File: config.mk
export PLATFORM = sky130hd
export DESIGN_NAME = mbinit_partner_handshake
export DESIGN_NICKNAME = d
export VERILOG_FILES = /design/src/rtl/mbinit_pkg.sv /design/src/rtl/sb_timeout_counter.sv /design/src/rtl/mbinit_partner_handshake.sv
export SDC_FILE = /design/constraint.sdc
export NUM_CORES = 1
export LEC_CHECK = 0
export CAP_MARGIN = 20
export CORE_MARGIN = 5
export CORE_UTILIZATION = 55
export CTS_BUF_LIST = sky130_fd_sc_hd__clkbuf_4
export DETAILED_ROUTE_END_ITERATION = 10
export PLACE_DENSITY = 0.87
export SKIP_LAST_GASP = 1
export SLEW_MARGIN = 20
export SYNTH_ARGS = -nofsm -noshare
export SYNTH_HDL_FRONTEND = slang
export SYNTH_SLANG_ARGS = --single-unit
File: constraint.sdc
create_clock -name CLK -period 3.4 [get_ports CLK]
set_clock_uncertainty 0.15 [all_clocks]
set_input_delay 0.85 -clock CLK [delete_from_list [all_inputs] [get_ports CLK]]
set_output_delay 0.85 -clock CLK [all_outputs]
set_load 0.05 [all_outputs]
File: src/rtl/mbinit_pkg.sv
// Shared MBINIT definitions: FSM state encodings and sideband message codes
// used by the partner-side responder and its sequencer-side twin.
package mbinit_pkg;

  localparam logic [2:0] ST_IDLE      = 3'd0;
  localparam logic [2:0] ST_WAIT_REQ  = 3'd1;
  localparam logic [2:0] ST_SEND_WAIT = 3'd2;
  localparam logic [2:0] ST_SEND      = 3'd3;
  localparam logic [2:0] ST_DONE      = 3'd4;
  localparam logic [2:0] ST_ERROR     = 3'd5;

  // Decoded sideband message codes for the MBINIT request/response substates.
  localparam logic [3:0] MSG_CAL_DONE_REQ        = 4'b0001;
  localparam logic [3:0] MSG_CAL_DONE_RESP       = 4'b0010;
  localparam logic [3:0] MSG_REPAIRCLK_INIT_REQ  = 4'b0011;
  localparam logic [3:0] MSG_REPAIRCLK_INIT_RESP = 4'b0100;
  localparam logic [3:0] MSG_REPAIRCLK_DONE_REQ  = 4'b0101;
  localparam logic [3:0] MSG_REPAIRCLK_DONE_RESP = 4'b0110;
  localparam logic [3:0] MSG_REPAIRVAL_INIT_REQ  = 4'b0111;
  localparam logic [3:0] MSG_REPAIRVAL_INIT_RESP = 4'b1000;
  localparam logic [3:0] MSG_REPAIRVAL_DONE_REQ  = 4'b1001;
  localparam logic [3:0] MSG_REPAIRVAL_DONE_RESP = 4'b1010;

endpackage

File: src/rtl/sb_timeout_counter.sv
// Saturating cycle counter with a one-before-limit expire flag; a LIMIT of 0
// disables expiry entirely.
module sb_timeout_counter #(
  parameter int unsigned LIMIT = 1024,
  parameter int unsigned CNT_W = (LIMIT > 0) ? $clog2(LIMIT + 1) : 1
) (
  input  logic clk,
  input  logic rst,
  input  logic enable,
  input  logic clear,
  output logic expire
);

  logic [CNT_W-1:0] count;

  always_ff @(posedge clk) begin
    if (rst || clear) begin
      count <= '0;
    end else if (enable && (count != CNT_W'(LIMIT))) begin
      count <= count + CNT_W'(1);
    end
  end

  generate
    if (LIMIT == 0) begin : g_off
      assign expire = 1'b0;
    end else begin : g_on
      assign expire = (count == CNT_W'(LIMIT - 1));
    end
  endgenerate

endmodule

File: src/rtl/mbinit_partner_handshake.sv
// Partner-side MBINIT responder: waits for the partner's request each round,
// answers with the matching response and reports done or request timeout.
module mbinit_partner_handshake
  import mbinit_pkg::*;
#(
  parameter int unsigned         MSG_W       = 4,
  parameter int unsigned         DATA_W      = 16,
  parameter logic [MSG_W-1:0]    REQ_CODE    = MSG_CAL_DONE_REQ,
  parameter logic [MSG_W-1:0]    RESP_CODE   = MSG_CAL_DONE_RESP,
  parameter int unsigned         NUM_ROUNDS  = 1,
  parameter int unsigned         ECHO_DATA   = 1,
  parameter int unsigned         TIMEOUT_CYC = 1024,
  localparam int unsigned        RND_W       = $clog2(NUM_ROUNDS + 1)
) (
  input  logic              CLK,
  input  logic              rst,
  input  logic              i_enable,
  input  logic [MSG_W-1:0]  i_RX_SbMessage,
  input  logic              i_rx_msg_valid,
  input  logic [DATA_W-1:0] i_rx_data,
  input  logic              i_Busy_SideBand,
  output logic [MSG_W-1:0]  o_TX_SbMessage,
  output logic [DATA_W-1:0] o_tx_data,
  output logic              o_ValidOutDatat_ModulePartner,
  output logic [RND_W-1:0]  o_round,
  output logic              o_done,
  output logic              o_timeout_err
);

  logic [2:0]        cs, ns;
  logic              busy_q;
  logic              busy_fall;
  logic [RND_W-1:0]  rnd_d;
  logic [DATA_W-1:0] cap_q;
  logic [MSG_W-1:0]  req_exp;
  logic [MSG_W-1:0]  resp_cur;
  logic              req_hit;
  logic              tmr_expire;

  assign busy_fall = busy_q & ~i_Busy_SideBand;
  assign req_exp   = REQ_CODE + MSG_W'(o_round);
  assign resp_cur  = RESP_CODE + MSG_W'(o_round);
  assign req_hit   = i_rx_msg_valid && (i_RX_SbMessage == req_exp);

  // Timer runs only while waiting for a request; any other state restarts it.
  sb_timeout_counter #(
    .LIMIT (TIMEOUT_CYC)
  ) u_req_timer (
    .clk    (CLK),
    .rst    (rst),
    .enable (cs == ST_WAIT_REQ),
    .clear  (cs != ST_WAIT_REQ),
    .expire (tmr_expire)
  );

  always_comb begin
    ns    = cs;
    rnd_d = o_round;
    case (cs)
      ST_IDLE: begin
        rnd_d = '0;
        if (i_enable) ns = ST_WAIT_REQ;
      end
      ST_WAIT_REQ: begin
        if (req_hit)         ns = ST_SEND_WAIT;
        else if (tmr_expire) ns = ST_ERROR;
      end
      ST_SEND_WAIT: begin
        if (!i_Busy_SideBand) ns = ST_SEND;
      end
      ST_SEND: begin
        if (busy_fall) begin
          rnd_d = o_round + RND_W'(1);
          ns    = (rnd_d == RND_W'(NUM_ROUNDS)) ? ST_DONE : ST_WAIT_REQ;
        end
      end
      ST_DONE, ST_ERROR: ;
      default: ns = ST_IDLE;
    endcase
    if (!i_enable) begin
      ns    = ST_IDLE;
      rnd_d = '0;
    end
  end

  // Outputs are decoded from the next state so they track the transition
  // on the following cycle; o_round is the round register itself.
  always_ff @(posedge CLK) begin
    if (rst) begin
      cs                            <= ST_IDLE;
      busy_q                        <= 1'b0;
      cap_q                         <= '0;
      o_round                       <= '0;
      o_TX_SbMessage                <= '0;
      o_tx_data                     <= '0;
      o_ValidOutDatat_ModulePartner <= 1'b0;
      o_done                        <= 1'b0;
      o_timeout_err                 <= 1'b0;
    end else begin
      cs      <= ns;
      busy_q  <= i_Busy_SideBand;
      o_round <= rnd_d;
      if ((cs == ST_WAIT_REQ) && req_hit) cap_q <= i_rx_data;
      o_ValidOutDatat_ModulePartner <= (ns == ST_SEND);
      o_TX_SbMessage <= (ns == ST_SEND) ? resp_cur : '0;
      o_tx_data      <= ((ns == ST_SEND) && (ECHO_DATA != 0)) ? cap_q : '0;
      o_done         <= (ns == ST_DONE);
      o_timeout_err  <= (ns == ST_ERROR);
    end
  end

endmodule

---- Word-level counts from Yosys, hierarchy flattened ----
Index checks and enable logic that the tools add are counted.
storage, ports and cells
  register bits ........................... 55
  bits of input ports ..................... 25
  output and inout bits ................... 24
  logic and storage cells ................. 50
cells by class
  add/sub/neg operators ................... 4
  equal/unequal tests ..................... 13
  multiplexer cells ....................... 9
  bitwise gates (word level) .............. 4
  reductions and logical operators ........ 10
operators by type and width
  kind                                                    number
  2-to-1 mux 3 bit                                        6
  one-hot mux 3 bit (5 select lines)                      1
  equality test 3 bit (second input constant)             4
  adder 11 x 1 -> 11 bit (second input constant)          1
  equality test 11 x 10 -> 1 bit (second input constant)  1
  != test 11 bit (second input constant)                  1
  equality test 3 x 2 -> 1 bit (second input constant)    3
  OR reduction 2 bit                                      3
  equality test 4 x 2 -> 1 bit                            1
  adder 2 x 1 -> 3 bit (first input constant)             1
  equality test 3 x 1 -> 1 bit (second input constant)    1
  logical AND 1 bit                                       3
  logical NOT 3 bit                                       1
  != test 3 x 1 -> 1 bit (second input constant)          1
  inverter 1 bit                                          3
  adder 1 x 1 -> 2 bit (first input constant)             1
  != test 2 bit (second input constant)                   1
  one-hot mux 1 bit (2 select lines)                      1
  AND reduction 2 bit                                     1
  nonzero test 2 bit                                      1
  adder 1 bit (second input constant)                     1
  bitwise AND 1 bit                                       1
  logical OR 1 bit                                        1
  2-to-1 mux 1 bit                                        1

---- Depth between registers and ports, before layout ----
  depth after elaboration ................. 9
  gate-level depth with buffers ........... 7
  depth with buffers taken out ............ 5

---- Modules after synthesis ----
Synthesis repeated with hierarchy kept, for this count alone.
second synthesis, totals
  cells, all modules ...................... 205
  area total of the unflattened synthesis .. 2093.3 um^2
modules (own cells, without submodules)
  module                    times used  cells an instance  area an instance (um^2)  sequential area each (um^2)
  mbinit_partner_handshake  1           138                1521.5                   840.8
  sb_timeout_counter        1           67                 571.8                    220.2

---- Worst setup path before layout ----
No wires, ideal clock.
  path kind ............................... input to register
  start point ............................. in i_RX_SbMessage[0]
  end point ............................... reg cap_q[10]
  setup time .............................. 0.128 ns
  arrival time ............................ 1.938 ns
  required time ........................... 3.122 ns
  slack ................................... 1.185 ns
  stages .................................. 6
  buffers on the path ..................... 2
  path through ............................ and3b_1 > o2111ai_1 > buf_2 > buf_2 > mux2i_1 > nor2_1
on the way
  longest elaborated chain between the ends .. 3
RTL lines
  item                          line                             text
  from (decl)                   mbinit_partner_handshake.sv:18   input logic [MSG_W-1:0] i_RX_SbMessage,
  equality test 4 x 2 -> 1 bit  mbinit_partner_handshake.sv:43   assign req_hit = i_rx_msg_valid && (i_RX_SbMessage == req_exp);
  logical AND 1 bit             mbinit_partner_handshake.sv:43
  logical AND 1 bit             mbinit_partner_handshake.sv:103  if ((cs == ST_WAIT_REQ) && req_hit) cap_q <= i_rx_data;
  to (signal assigned)          mbinit_partner_handshake.sv:103
  to (decl)                     mbinit_partner_handshake.sv:34   logic [DATA_W-1:0] cap_q;
Every way passes these cells.
A chain may end at the register's enable or synchronous reset.

---- Worst setup path after layout ----
  start point ............................. reg o_round
  end point ............................... out o_round
RTL lines
  item                    line                             text
  from (decl)             mbinit_partner_handshake.sv:25   output logic [RND_W-1:0] o_round,
  from (signal assigned)  mbinit_partner_handshake.sv:102  o_round <= rnd_d;
No word-level cell between the ends.

==> metrics.csv <==
metric,value,unit
status,finished clean,
worst setup path start,o_round$_SDFFE_PP0P_,
TritonCTS clock tree,done,
area of the mapped netlist,0.00204,sq mm
die area,0.00503,sq mm
Die Ht,70.9,um
Final min period,2.68,ns
Worst EP required,2.40,ns
R2R Path End,o_tx_data[1]$_SDFF_PP0_,
Clock Tree Root,clkbuf_4,
PwrDens,366,mW/mm^2
routability congestion estimate,0.838,
DR vias,1548,
initial core utilization,56.2,%
Main synth FF type,dfxtp_1,
I/O pins,49,
Sequential Power Share,66.3,%
R2R setup slack,1.43,ns
Port Buffers,46,
Sw Share,22.4,%
H-Tree Depth,2,
peak supply drop,0.000311,V
CP top delay family,buffers and inverters,
grt total ovfl,0,
number of global-route vias before repair,1515,
Synth cell types,44,
worst-path cell chain,clkdlybuf4s50_1,
share of layout cells above drive strength 1,6.53,%
Static Leak,1.05,nW
share of the synthesized area in the top cell type,52.0,%
net count reported at finish,271,
type of the tightest min-delay check,flip-flop to flip-flop,
Reg2Reg Depth,3,
ant diodes,0,
number of hold buffers added after CTS,0,
Synth Register Bits,53,
DR pass1 iterations,4,
Die Width,70.9,um
Worst path max stage delay,0.85,ns
Worst Setup Path Type,flip-flop to primary output,
Worst Path Arrival,1.68,ns
fill count,288,
initial antenna violation count,0,
WL final,4020,um
hold path cells,1,
Hold Fails Final Rpt,0,
fin crit share,78.8,%
clock sink count,53,
Critical Path Start Type,flip-flop,
total negative slack,0,ns
RSZ-0062 raised after global routing,false,
num rows,22,
post-CTS setup buffer count,0,
area of the multi-input gates,916,sq um
sw power,0.211,mW
Seq. cell area,0.00106,sq mm
Clk pwr share,27.0,%
Tot Pwr,0.945,mW
Peak Freq,373,MHz
DRT antenna net count,0,
Post-synth EDFFs,0,
routed len/inst,13.7,um
reg-to-reg startpoint,cs[1]$_SDFF_PP0_,
"Slew Viols, Final",0,
main area contributors after synthesis,"dfxtp_1, mux2i_1, nor3b_1",
clk slew on worst S/H paths,0.14,ns
critical path's slowest cell,clkdlybuf4s50_1,
largest net degree at the start of global routing,23,
CP Depth,1,
Max-slew headroom,50.4,%
# DRC,0,
leading area contributor after synthesis,dfxtp_1,
GRT Util Overall,16.6,%
"critical path fanouts, max",7,
initial DRC count,136,
internal power,0.734,mW
Syn Area/Cell,10.3,sq um
area delta synth->final,26.7,%
first-pass GRT wire length,6720,um
vias per cell,5.28,
"Clk Latency, worst-skew pair",0.36,ns
Detail Placement HPWL,2890,um
Worst setup EP type,primary output,
combinational cell fraction of total power,6.7,%
ys async rst share,0,%
CTS Buf Count,5,
# Max-Cap Violations,0,
post_cts resized,0,
CP bufs+invs,1,
Final Setup Violations,0,
Worst-Margin Slew,0.742,ns
Clock Path Buffers,2,
final hold slack,0.324,ns
Ys Warns,0,
"Seq/Total Area, Yosys",52.0,%
Post-Synthesis Cells,199,
Core ar.,0.00363,sq mm
end point of the critical path,o_round,
[power groups by stage]
| stage | logic (mW) | clock network, mW | registers (mW) |
|---|---|---|---|
| floorplan | 0.0296 | 0 | 0.639 |
| global placement | 0.0628 | 0 | 0.640 |
| detailed placement | 0.0631 | 0 | 0.640 |
| CTS | 0.0633 | 0.263 | 0.626 |
| global route | 0.0671 | 0.286 | 0.627 |
| finish | 0.0631 | 0.256 | 0.626 |
[cells in the final DEF (no fill, tap or decap), types with 2 or more instances in the layout]
| master | n |
|---|---|
| inv_1 | 4 |
| nor3_1 | 3 |
| ha_1 | 2 |
| mux2i_1 | 17 |
| nand3_1 | 5 |
| o21ai_0 | 3 |
| nor2b_1 | 2 |
| clkdlybuf4s50_1 | 46 |
| nor4b_1 | 2 |
| a21oi_1 | 3 |
| conb_1 | 2 |
| xor2_1 | 4 |
| nand2_1 | 7 |
| nor3b_1 | 19 |
| nor2_1 | 29 |
| clkbuf_4 | 5 |
| buf_4 | 3 |
| xnor2_1 | 4 |
| nand3b_1 | 2 |
| nand2b_1 | 3 |
| nand4_1 | 2 |
| dfxtp_1 | 53 |
| and4_1 | 2 |
| clkinv_1 | 2 |
[metal layers]
layer	vias up	share of wire [%]	wire length [um]	track usage, %
li1	777	-	-	-
met1	725	43	1730	19.8
met2	42	49	1960	28.2
met3	4	7.1	285	6.25
met4	0	1.0	42	4.18
met5	-	0	0	0
[cell usage after synthesis, drive strengths merged, types with 3 or more instances]
| master | n |
|---|---|
| nand2 | 7 |
| dfxtp | 53 |
| nor3 | 3 |
| a21oi | 3 |
| xnor2 | 4 |
| xor2 | 4 |
| mux2i | 17 |
| nor3b | 20 |
| inv | 4 |
| nand2b | 3 |
| buf | 8 |
| nor2 | 29 |
| o21ai | 3 |
| nand3 | 5 |
| clkbuf | 4 |
[through the flow]
stage / cells / utilization [%] / setup WS (ns) / instance area [sq um]
2_1_floorplan: 200 / - / 1.18 / 2040
3_3_place_gp: 285 / 69.8 / 0.573 / 2530
3_5_place_dp: 285 / 69.8 / 0.465 / 2530
4_1_cts: 293 / 71.1 / 0.715 / 2580
5_1_grt: 293 / 71.1 / 0.621 / 2580
6_report: 293 / 71.1 / 0.720 / 2580
[cell type report]
| class | count | share of cell area (%) |
|---|---|---|
| clock inverters | 3 | 0.484 |
| inverters | 4 | 0.581 |
| flip-flops and latches | 53 | 41.0 |
| multi-input cells | 131 | 35.4 |
| well taps | 48 | 2.32 |
| repair buffers | 49 | 18.7 |
| clock buffers | 5 | 1.45 |
[worst min-delay path by stage]
stage | slack, ns | start | endpoint
after floorplan | 0.30 | cap_q[0]$_SDFFE_PP0P_ | cap_q[0]$_SDFFE_PP0P_
after global placement | 0.31 | cap_q[6]$_SDFFE_PP0P_ | o_tx_data[6]$_SDFF_PP0_
after detailed placement | 0.32 | cap_q[6]$_SDFFE_PP0P_ | o_tx_data[6]$_SDFF_PP0_
after CTS | 0.33 | cap_q[9]$_SDFFE_PP0P_ | o_tx_data[9]$_SDFF_PP0_
after global routing | 0.34 | cap_q[9]$_SDFFE_PP0P_ | o_tx_data[9]$_SDFF_PP0_
final | 0.32 | cap_q[9]$_SDFFE_PP0P_ | o_tx_data[9]$_SDFF_PP0_
[state kept, by name (all words and copies together) (netlist names)]
name	flops
o_round	1
o_TX_SbMessage	2
cs	3
o_done	1
o_tx_data	16
u_req_timer.count	11
o_ValidOutDatat_ModulePartner	1
busy_q	1
cap_q	16
o_timeout_err	1
[cells by family after synthesis]
logic type | after synthesis | synth area share, %
buffers and inverters | 16 | 3.98
flip-flops | 53 | 52.0
AND/OR/NAND/NOR | 86 | 25.3
multiplexers | 17 | 8.34
adder cells (fa/ha/maj) | 2 | 1.23
other | 1 | 0.184
XOR/XNOR | 8 | 3.43
AO/OA/AOI/OAI | 16 | 5.58
(Power assumes the default switching activity.)
